$ cat src/rtl/restoring_divider_8_bit_pkg.sv
// Shared encodings and constants for the 8-bit restoring divider.
// Imported by the divider top and its trial subtractor.
package restoring_divider_8_bit_pkg;

  localparam int DIV_WIDTH = 8;
  localparam logic [DIV_WIDTH-1:0] DBZ_QUOTIENT = 8'hFF;

  typedef enum logic [1:0] {
    ST_IDLE = 2'd0,
    ST_RUN  = 2'd1,
    ST_DONE = 2'd2
  } state_e;

endpackage

$ cat src/rtl/r_c_8_bit_subtractor.sv
// Ripple-borrow 8-bit subtractor: d = x - y - z, b is the borrow out of the MSB.
// The divider uses b as its restore select.
module r_c_8_bit_subtractor
  import restoring_divider_8_bit_pkg::*;
(
  input  logic [DIV_WIDTH-1:0] x,
  input  logic [DIV_WIDTH-1:0] y,
  input  logic                 z,
  output logic [DIV_WIDTH-1:0] d,
  output logic                 b
);

  logic [DIV_WIDTH:0] borrowChain;

  // Each stage borrows when y plus the incoming borrow exceeds x.
  always_comb begin
    borrowChain    = '0;
    d              = '0;
    borrowChain[0] = z;
    for (int i = 0; i < DIV_WIDTH; i++) begin
      d[i]             = x[i] ^ y[i] ^ borrowChain[i];
      borrowChain[i+1] = (~x[i] & y[i]) | (~(x[i] ^ y[i]) & borrowChain[i]);
    end
    b = borrowChain[DIV_WIDTH];
  end

endmodule

$ cat src/rtl/restoring_divider_8_bit.sv
// Sequential unsigned restoring divider producing one quotient bit per clock,
// with a start/busy/done handshake and divide-by-zero reporting.
module restoring_divider_8_bit
  import restoring_divider_8_bit_pkg::*;
#(
  parameter int WIDTH = DIV_WIDTH
) (
  input  logic             clk,
  input  logic             rst,
  input  logic             start,
  input  logic [WIDTH-1:0] dividend,
  input  logic [WIDTH-1:0] divisor,
  output logic             busy,
  output logic             done,
  output logic [WIDTH-1:0] quotient,
  output logic [WIDTH-1:0] remainder,
  output logic             div_by_zero
);

  state_e           state_q;
  logic [2:0]       count_q;
  logic [WIDTH-1:0] rem_q;
  logic [WIDTH-1:0] q_q;
  logic [WIDTH-1:0] divisor_q;
  logic             busy_q;
  logic             done_q;
  logic [WIDTH-1:0] quotient_q;
  logic [WIDTH-1:0] remainder_q;
  logic             dbz_q;

  logic [WIDTH-1:0] trialValue;
  logic [WIDTH-1:0] trialDiff;
  logic             trialBorrow;
  logic [WIDTH-1:0] rem_d;
  logic [WIDTH-1:0] q_d;

  // The partial remainder stays below 2^i before step i, so the shifted value
  // always fits in WIDTH bits and the borrow alone decides the quotient bit.
  assign trialValue = {rem_q[WIDTH-2:0], q_q[WIDTH-1]};

  r_c_8_bit_subtractor trialSub (
    .x (trialValue),
    .y (divisor_q),
    .z (1'b0),
    .d (trialDiff),
    .b (trialBorrow)
  );

  always_comb begin
    rem_d = trialBorrow ? trialValue : trialDiff;
    q_d   = {q_q[WIDTH-2:0], ~trialBorrow};
  end

  // Start is only honoured in IDLE or DONE, which lets back-to-back requests
  // chain without a dead cycle; published results move only on completion.
  always_ff @(posedge clk) begin
    if (rst) begin
      state_q     <= ST_IDLE;
      count_q     <= '0;
      rem_q       <= '0;
      q_q         <= '0;
      divisor_q   <= '0;
      busy_q      <= 1'b0;
      done_q      <= 1'b0;
      quotient_q  <= '0;
      remainder_q <= '0;
      dbz_q       <= 1'b0;
    end else begin
      case (state_q)
        ST_IDLE, ST_DONE: begin
          done_q <= 1'b0;
          if (start) begin
            divisor_q <= divisor;
            rem_q     <= '0;
            q_q       <= dividend;
            count_q   <= '0;
            dbz_q     <= 1'b0;
            if (divisor != '0) begin
              state_q <= ST_RUN;
              busy_q  <= 1'b1;
            end else begin
              state_q     <= ST_DONE;
              done_q      <= 1'b1;
              quotient_q  <= DBZ_QUOTIENT;
              remainder_q <= dividend;
              dbz_q       <= 1'b1;
            end
          end else begin
            state_q <= ST_IDLE;
          end
        end
        ST_RUN: begin
          rem_q   <= rem_d;
          q_q     <= q_d;
          count_q <= count_q + 3'd1;
          if (count_q == 3'd7) begin
            state_q     <= ST_DONE;
            busy_q      <= 1'b0;
            done_q      <= 1'b1;
            quotient_q  <= q_d;
            remainder_q <= rem_d;
          end
        end
        default: state_q <= ST_IDLE;
      endcase
    end
  end

  assign busy        = busy_q;
  assign done        = done_q;
  assign quotient    = quotient_q;
  assign remainder   = remainder_q;
  assign div_by_zero = dbz_q;

endmodule

$ cat config.mk
export PLATFORM = sky130hd
export DESIGN_NAME = restoring_divider_8_bit
export DESIGN_NICKNAME = d
export VERILOG_FILES = /design/src/rtl/restoring_divider_8_bit_pkg.sv /design/src/rtl/r_c_8_bit_subtractor.sv /design/src/rtl/restoring_divider_8_bit.sv
export SDC_FILE = /design/constraint.sdc
export NUM_CORES = 1
export LEC_CHECK = 0
export CAP_MARGIN = 20
export CORE_MARGIN = 4
export CORE_UTILIZATION = 45
export DETAILED_ROUTE_END_ITERATION = 8
export PLACE_DENSITY = 0.72
export SLEW_MARGIN = 15
export SYNTH_ARGS = -nofsm -noshare
export SYNTH_HDL_FRONTEND = slang
export SYNTH_SLANG_ARGS = --single-unit
$ cat constraint.sdc
create_clock -name clk -period 3.4 [get_ports clk]
set_input_delay 0.34 -clock clk [delete_from_list [all_inputs] [get_ports clk]]
set_output_delay 0.34 -clock clk [all_outputs]
set_load 0.005 [all_outputs]
==> results of run 1 <==
## path summary, 6_finish.rpt
path / startpoint / end / slack [ns]
worst max-delay path: q_q[7]$_SDFFE_PP0P_ / remainder[2]$_SDFFE_PP0P_ / -0.07
worst min-delay path: divisor_q[7]$_SDFFE_PP0P_ / divisor_q[7]$_SDFFE_PP0P_ / 0.46
worst max register to register: q_q[7]$_SDFFE_PP0P_ / remainder[2]$_SDFFE_PP0P_ / -0.07
worst min register to register: divisor_q[7]$_SDFFE_PP0P_ / divisor_q[7]$_SDFFE_PP0P_ / 0.46
## what timing repair did
item                                    CTS  global route
pin swaps                                 2             1
endpoints found under the setup margin    8            17
gates resized for setup                   2             3
## registers in the layout (all words and copies together), names as in the netlist
register / flops
q_q: 8
state_q: 2
busy: 1
rem_q: 7
count_q: 3
remainder: 8
quotient: 8
done: 1
div_by_zero: 1
divisor_q: 8
## per-layer routing
| metal | up-vias | GRT usage | share of wire |
|---|---|---|---|
| li1 | 949 | - | - |
| met1 | 889 | 0.2463 | 0.49 |
| met2 | 41 | 0.2945 | 0.46 |
| met3 | 6 | 0.04587 | 0.044 |
| met4 | 0 | 0.04895 | 0.011 |
| met5 | - | 0 | 0 |
## report_power, final
part | internal [mW] | switching (mW) | leakage (nW)
Sequential | 0.579 | 0.0216 | 0.383
Clock | 0.144 | 0.192 | 0.0412
Combinational | 0.125 | 0.147 | 0.593
## cell usage after synthesis
| cell | count |
|---|---|
| dfxtp_1 | 47 |
| nand2_1 | 45 |
| a21oi_1 | 20 |
| clkbuf_1 | 16 |
| a311oi_1 | 14 |
| inv_1 | 12 |
| nand3_1 | 11 |
| nand2b_1 | 9 |
| nor2_1 | 8 |
| fa_1 | 7 |
| a31oi_1 | 6 |
| mux2i_1 | 6 |
| nor2b_1 | 6 |
| o211ai_1 | 6 |
| o21bai_1 | 6 |
| a211oi_1 | 3 |
| ha_1 | 3 |
| nor3_1 | 3 |
| buf_2 | 2 |
| nor4_4 | 2 |
| o311ai_0 | 2 |
| o41ai_1 | 2 |
| a31oi_4 | 1 |
| and3b_1 | 1 |
| buf_1 | 1 |
| mux2_2 | 1 |
| nand3b_1 | 1 |
| nor4b_1 | 1 |
| o21a_1 | 1 |
| o21ai_0 | 1 |
| o21ba_2 | 1 |
| o22ai_1 | 1 |
| o31ai_4 | 1 |
| or4_1 | 1 |
| or4_2 | 1 |
## stage by stage
stage                     instance area (um2)  power [mW]  worst slack [ns]  instances
final                                    2838       1.208          -0.07362        350
after global routing                     2838       1.280           -0.2569        350
after CTS                                2818       1.211          -0.09361        350
after detailed placement                 2725      0.8744          -0.07505        342
after global placement                   2725      0.8697        -0.0008553        342
after floorplan                          2290      0.7884          0.009265        249
## cell type report
| class | count | area, um2 |
|---|---|---|
| Timing Repair Buffer | 45 | 442.9 |
| Fill cell | 443 | 1917 |
| Multi-Input combinational cell | 171 | 1239 |
| Clock inverter | 2 | 12.51 |
| Inverter | 12 | 45.04 |
| Clock buffer | 6 | 72.57 |
| Tap cell | 67 | 83.83 |
| Sequential cell | 47 | 942.2 |
## critical path: stages, from the launching register on
cell and delay [ns]:
dfxtp_2 0.34, inv_2 0.04, ha_4 0.14, inv_2 0.05, fa_2 0.19, inv_2 0.04
fa_2 0.33, fa_2 0.34, fa_2 0.35, fa_2 0.35, fa_2 0.34, inv_2 0.06
fa_2 0.26, buf_12 0.14, o211ai_1 0.12, a311oi_1 0.30
## logic make-up after synthesis
family,count (synthesis),share of synthesized area
AO/OA/AOI/OAI,65,0.2145
multiplexers,7,0.03192
AND/OR/NAND/NOR,89,0.1999
adder cells (fa/ha/maj),10,0.07951
flip-flops,47,0.4211
buffers and inverters,31,0.05319
## layout by cell type, fill, tap and decap left out, types with 3 or more instances in the layout
master	count
dfxtp_1	46
nand2_1	45
clkdlybuf4s50_1	37
a21oi_1	20
a311oi_1	14
nand3_1	11
nand2b_1	9
inv_1	8
nor2_1	7
fa_2	7
buf_4	7
o211ai_1	6
o21bai_1	6
mux2i_1	6
a31oi_1	6
nor2b_1	5
clkbuf_8	5
inv_2	4
nor3_1	3
==> flow_metrics.tcl, run 1 <==
set metrics [dict create \
    ff2ff_path_depth 15 \
    hold_class "register to register" \
    syn_area_um2 2235 \
    antenna_left 0 \
    finalCriticalPeriod_ns 3.474 \
    die_h_um 78.47 \
    yosysTopAreaCell "dfxtp_1" \
    hold_viol 0 \
    critical_path.max_fanout 12 \
    peakVddDrop_mv 0.1814 \
    viasPerCell 5.386 \
    drv_slew 0 \
    setup_ws_ns -0.07362 \
    area_growth_pct 26.99 \
    firstDrtPassIters 4 \
    clock_skew_ns 0.009861 \
    grt_util_all_layers 0.1836 \
    io_pins 38 \
    grt_pass1_vias 1836 \
    yosys_warnings 0 \
    fin_tns_setup_ns -0.3563 \
    period_share 1.022 \
    power_density_nw_per_um2 425.7 \
    cp_data_arrival_time_ns 3.68 \
    worstMarginPinSlew_ns 1.126 \
    crit_path_start_kind "register" \
    start_util 0.4700 \
    clk_latency_ns 0.30 \
    synth_top_area_share 0.4211 \
    grt_max_degree 50 \
    syn_nets 278 \
    ys_seq_area_frac 0.4211 \
    worstPathRequired_ns 3.61 \
    syn_inst 249 \
    clkSlewWorstSetupHoldPaths_ns 0.09 \
    fin_util 0.5968 \
    holdPathStages 2 \
    critPathKind "register to register" \
    grt_pass1_wl_mm 8.949 \
    drc 0 \
    rows 25 \
    ys_ff_latch 47 \
    cts.sinks 47 \
    cts_max_level 2 \
    gp_congestion 0.8106 \
    yosysUniqueCellTypes 35 \
    hold_slack_ns 0.4620 \
    violations "negative setup slack" \
    cts-root-buf "clkbuf_8" \
    coreArea_um2 4755 \
    drt-initial-drc-count 97 \
    dieArea_um2 6158 \
    cts_buffer_depth 2 \
    layout.nets 311 \
    die_x_um 78.47 \
    cts_setup_buffers 0 \
    gr-total-overflow 0 \
    holdBufCountCts 0 \
    cp-end-kind "register" \
    relSlewSlack 0.2494 \
    dp_hpwl_mm 3.770 \
    leakage_nw 1.017 \
    drt_wl_total_mm 5.211 \
    status "finished, violations left" \
    final_layout_size_suffix_gt1_frac 0.1413 \
    max_freq_ghz 0.2879 \
    wl_per_cell_um 14.89 \
    cts_tree "yes" \
    netlist_top_cells_area "dfxtp_1, nand2_1, fa_1" \
    cts_buffers 5 \
    rsz0062_at_grt "yes" \
    grt_antenna_before_repair 0 \
    antenna_cells 0 \
    maxCapViolations 0 \
    syn_avg_cell_area_um2 8.974 \
    finalSetupViolCount 9 \
    port_buffers 37 \
    vias 1885 \
]
Note: power is estimated with default switching activity, not from simulation.
==> inputs of run 2 (changes only) <==
--- a/config.mk
+++ b/config.mk
@@ -5,7 +5,6 @@
 export SDC_FILE = /design/constraint.sdc
 export NUM_CORES = 1
 export LEC_CHECK = 0
-export CAP_MARGIN = 20
 export CORE_MARGIN = 4
 export CORE_UTILIZATION = 45
 export DETAILED_ROUTE_END_ITERATION = 8
@@ -14,3 +13,4 @@
 export SYNTH_ARGS = -nofsm -noshare
 export SYNTH_HDL_FRONTEND = slang
 export SYNTH_SLANG_ARGS = --single-unit
+export TNS_END_PERCENT = 50
==> run 2 against run 1 <==
Compared with the run above: the run still ends with negative setup slack left; worst hold slack worse by 0.0017 ns; worst setup slack got worse by 0.0076 ns; core utilization up 1.2 points; design area up 2.0%; clock power grew 44%; die area unchanged; critical path depth increased by 1; routed wire length is 0.63% higher; register-to-register slack hardly changed; critical path type unchanged; highest routed layer unchanged.
==> flow_metrics.tcl, run 2 (synthesized netlist as in run 1, its figures left out) <==
set metrics [dict create \
    worstMarginPinSlew_ns 0.9809 \
    max_freq_ghz 0.2873 \
    grt_max_degree 25 \
    crit_path_start_kind "register" \
    setup_ws_ns -0.08124 \
    hold_slack_ns 0.4603 \
    slowest_delay_ns 0.35 \
    preCtsSetupSlack_ns -0.07418 \
    clk_latency_ns 0.30 \
    fin_tns_setup_ns -0.3514 \
    cts_tree "yes" \
    fin_area_um2 2894 \
    drt_wl_total_mm 5.244 \
    rsz0062_at_grt "yes" \
    cts-root-buf "clkbuf_8" \
    dp_hpwl_mm 3.820 \
    die_x_um 78.47 \
    ff2ff_path_depth 16 \
    io_pins 38 \
    fin_total_pwr_mw 1.367 \
    cpLargestDelayFamily "adder cells" \
    critical_path.max_fanout 4 \
    port_buffers 37 \
    die_h_um 78.47 \
    start_util 0.4700 \
    antenna_cells 0 \
    final_cell_count_no_fill 355 \
    drt-initial-drc-count 200 \
    peakVddDrop_mv 0.2540 \
    hold_class "register to register" \
    placedCellCount 344 \
    power_density_nw_per_um2 472.3 \
    cp_data_arrival_time_ns 3.70 \
    leakage_nw 1.048 \
    drc 0 \
    violations "negative setup slack" \
    firstDrtPassIters 4 \
    crit_chain "inv_2 -> ha_4 -> inv_2 -> fa_2 -> inv_2 -> fa_2 -> fa_2 -> fa_2 -> fa_2 -> fa_2 -> inv_2 -> fa_2 -> buf_4 -> o211ai_1 -> buf_4 -> a21oi_1" \
    vias 1901 \
    grt_antenna_before_repair 0 \
    cp-end-kind "register" \
    hold_viol 0 \
    cts.sinks 47 \
    fin_util 0.6087 \
    crit_top_cell "fa_2" \
    drv_slew 0 \
    layout_common_cells "dfxtp_1, nand2_1, clkdlybuf4s50_1" \
    rows 25 \
    cpMaxStageDelayCell "fa_2" \
    cts_buffer_depth 2 \
    regArea_um2 942.2 \
    placedInstanceArea_um2 2724 \
    area_growth_pct 29.51 \
    worstPathRequired_ns 3.62 \
    period_share 1.024 \
    cts_max_level 2 \
    layout.nets 316 \
    nFillCells 443 \
    finalSetupViolCount 11 \
    maxCapViolations 0 \
    cts_buffers 5 \
    grt_pass1_wl_mm 8.742 \
    gp_congestion 0.8415 \
    cp.depth 16 \
    grt_util_all_layers 0.1793 \
    final_layout_size_suffix_gt1_frac 0.1493 \
    finalCriticalPeriod_ns 3.481 \
    cp_num_buf_inv 6 \
    clock_skew_ns 0.006582 \
    antenna_left 0 \
    gr-total-overflow 0 \
    r2r_slack_ns -0.08 \
    grt_pass1_vias 1816 \
    viasPerCell 5.355 \
    clkSlewWorstSetupHoldPaths_ns 0.08 \
    status "finished, violations left" \
    layout_commonest_cell "dfxtp_1" \
    multi_input_area_um2 1215 \
    dieArea_um2 6158 \
    wl_per_cell_um 14.77 \
    holdPathStages 2 \
    relSlewSlack 0.3447 \
    coreArea_um2 4755 \
    holdBufCountCts 0 \
    critPathKind "register to register" \
]
## run 2: final cells by class
cell class,count,area share
multi-input combinational,171,0.4198
inverter,12,0.01556
sequential,47,0.3256
clock buffer,6,0.02508
timing repair buffer,50,0.1643
clock inverter,2,0.02075
tap,67,0.02897
## run 2: worst paths after layout
path / endpoint / start
setup / recovery: rem_q[0]$_SDFFE_PP0P_ / q_q[7]$_SDFFE_PP0P_
hold / removal: divisor_q[7]$_SDFFE_PP0P_ / divisor_q[7]$_SDFFE_PP0P_
setup reg to reg: rem_q[0]$_SDFFE_PP0P_ / q_q[7]$_SDFFE_PP0P_
hold reg to reg: divisor_q[7]$_SDFFE_PP0P_ / divisor_q[7]$_SDFFE_PP0P_
## run 2: per-layer routing
layer / track usage / routed length [um] / vias to the layer above
li1: - / - / 956
met1: 0.2559 / 2621 / 874
met2: 0.2646 / 2201 / 64
met3: 0.04472 / 341 / 7
met4: 0.05769 / 80 / 0
met5: 0 / 0 / -
## run 2: where the power goes
part / switching (mW) / internal, mW / total [mW]
clock: 0.190 / 0.294 / 0.484
combinational: 0.149 / 0.134 / 0.283
sequential: 0.0212 / 0.579 / 0.600
## run 2: timing repair
action / CTS / global route
cloned: 0 / 0
endpoints found under the setup margin: 8 / 16
setup buffers: 3 / 0
pin swaps: 5 / 4
gates resized for setup: 5 / 0
## run 2: worst min-delay path: cells and delay by family, from the launching register on
family	cells	cell delay, ns
and+or+nand+nor	1	0.05
AOI/OAI and AO/OA	1	0.05
DFF	1	0.31
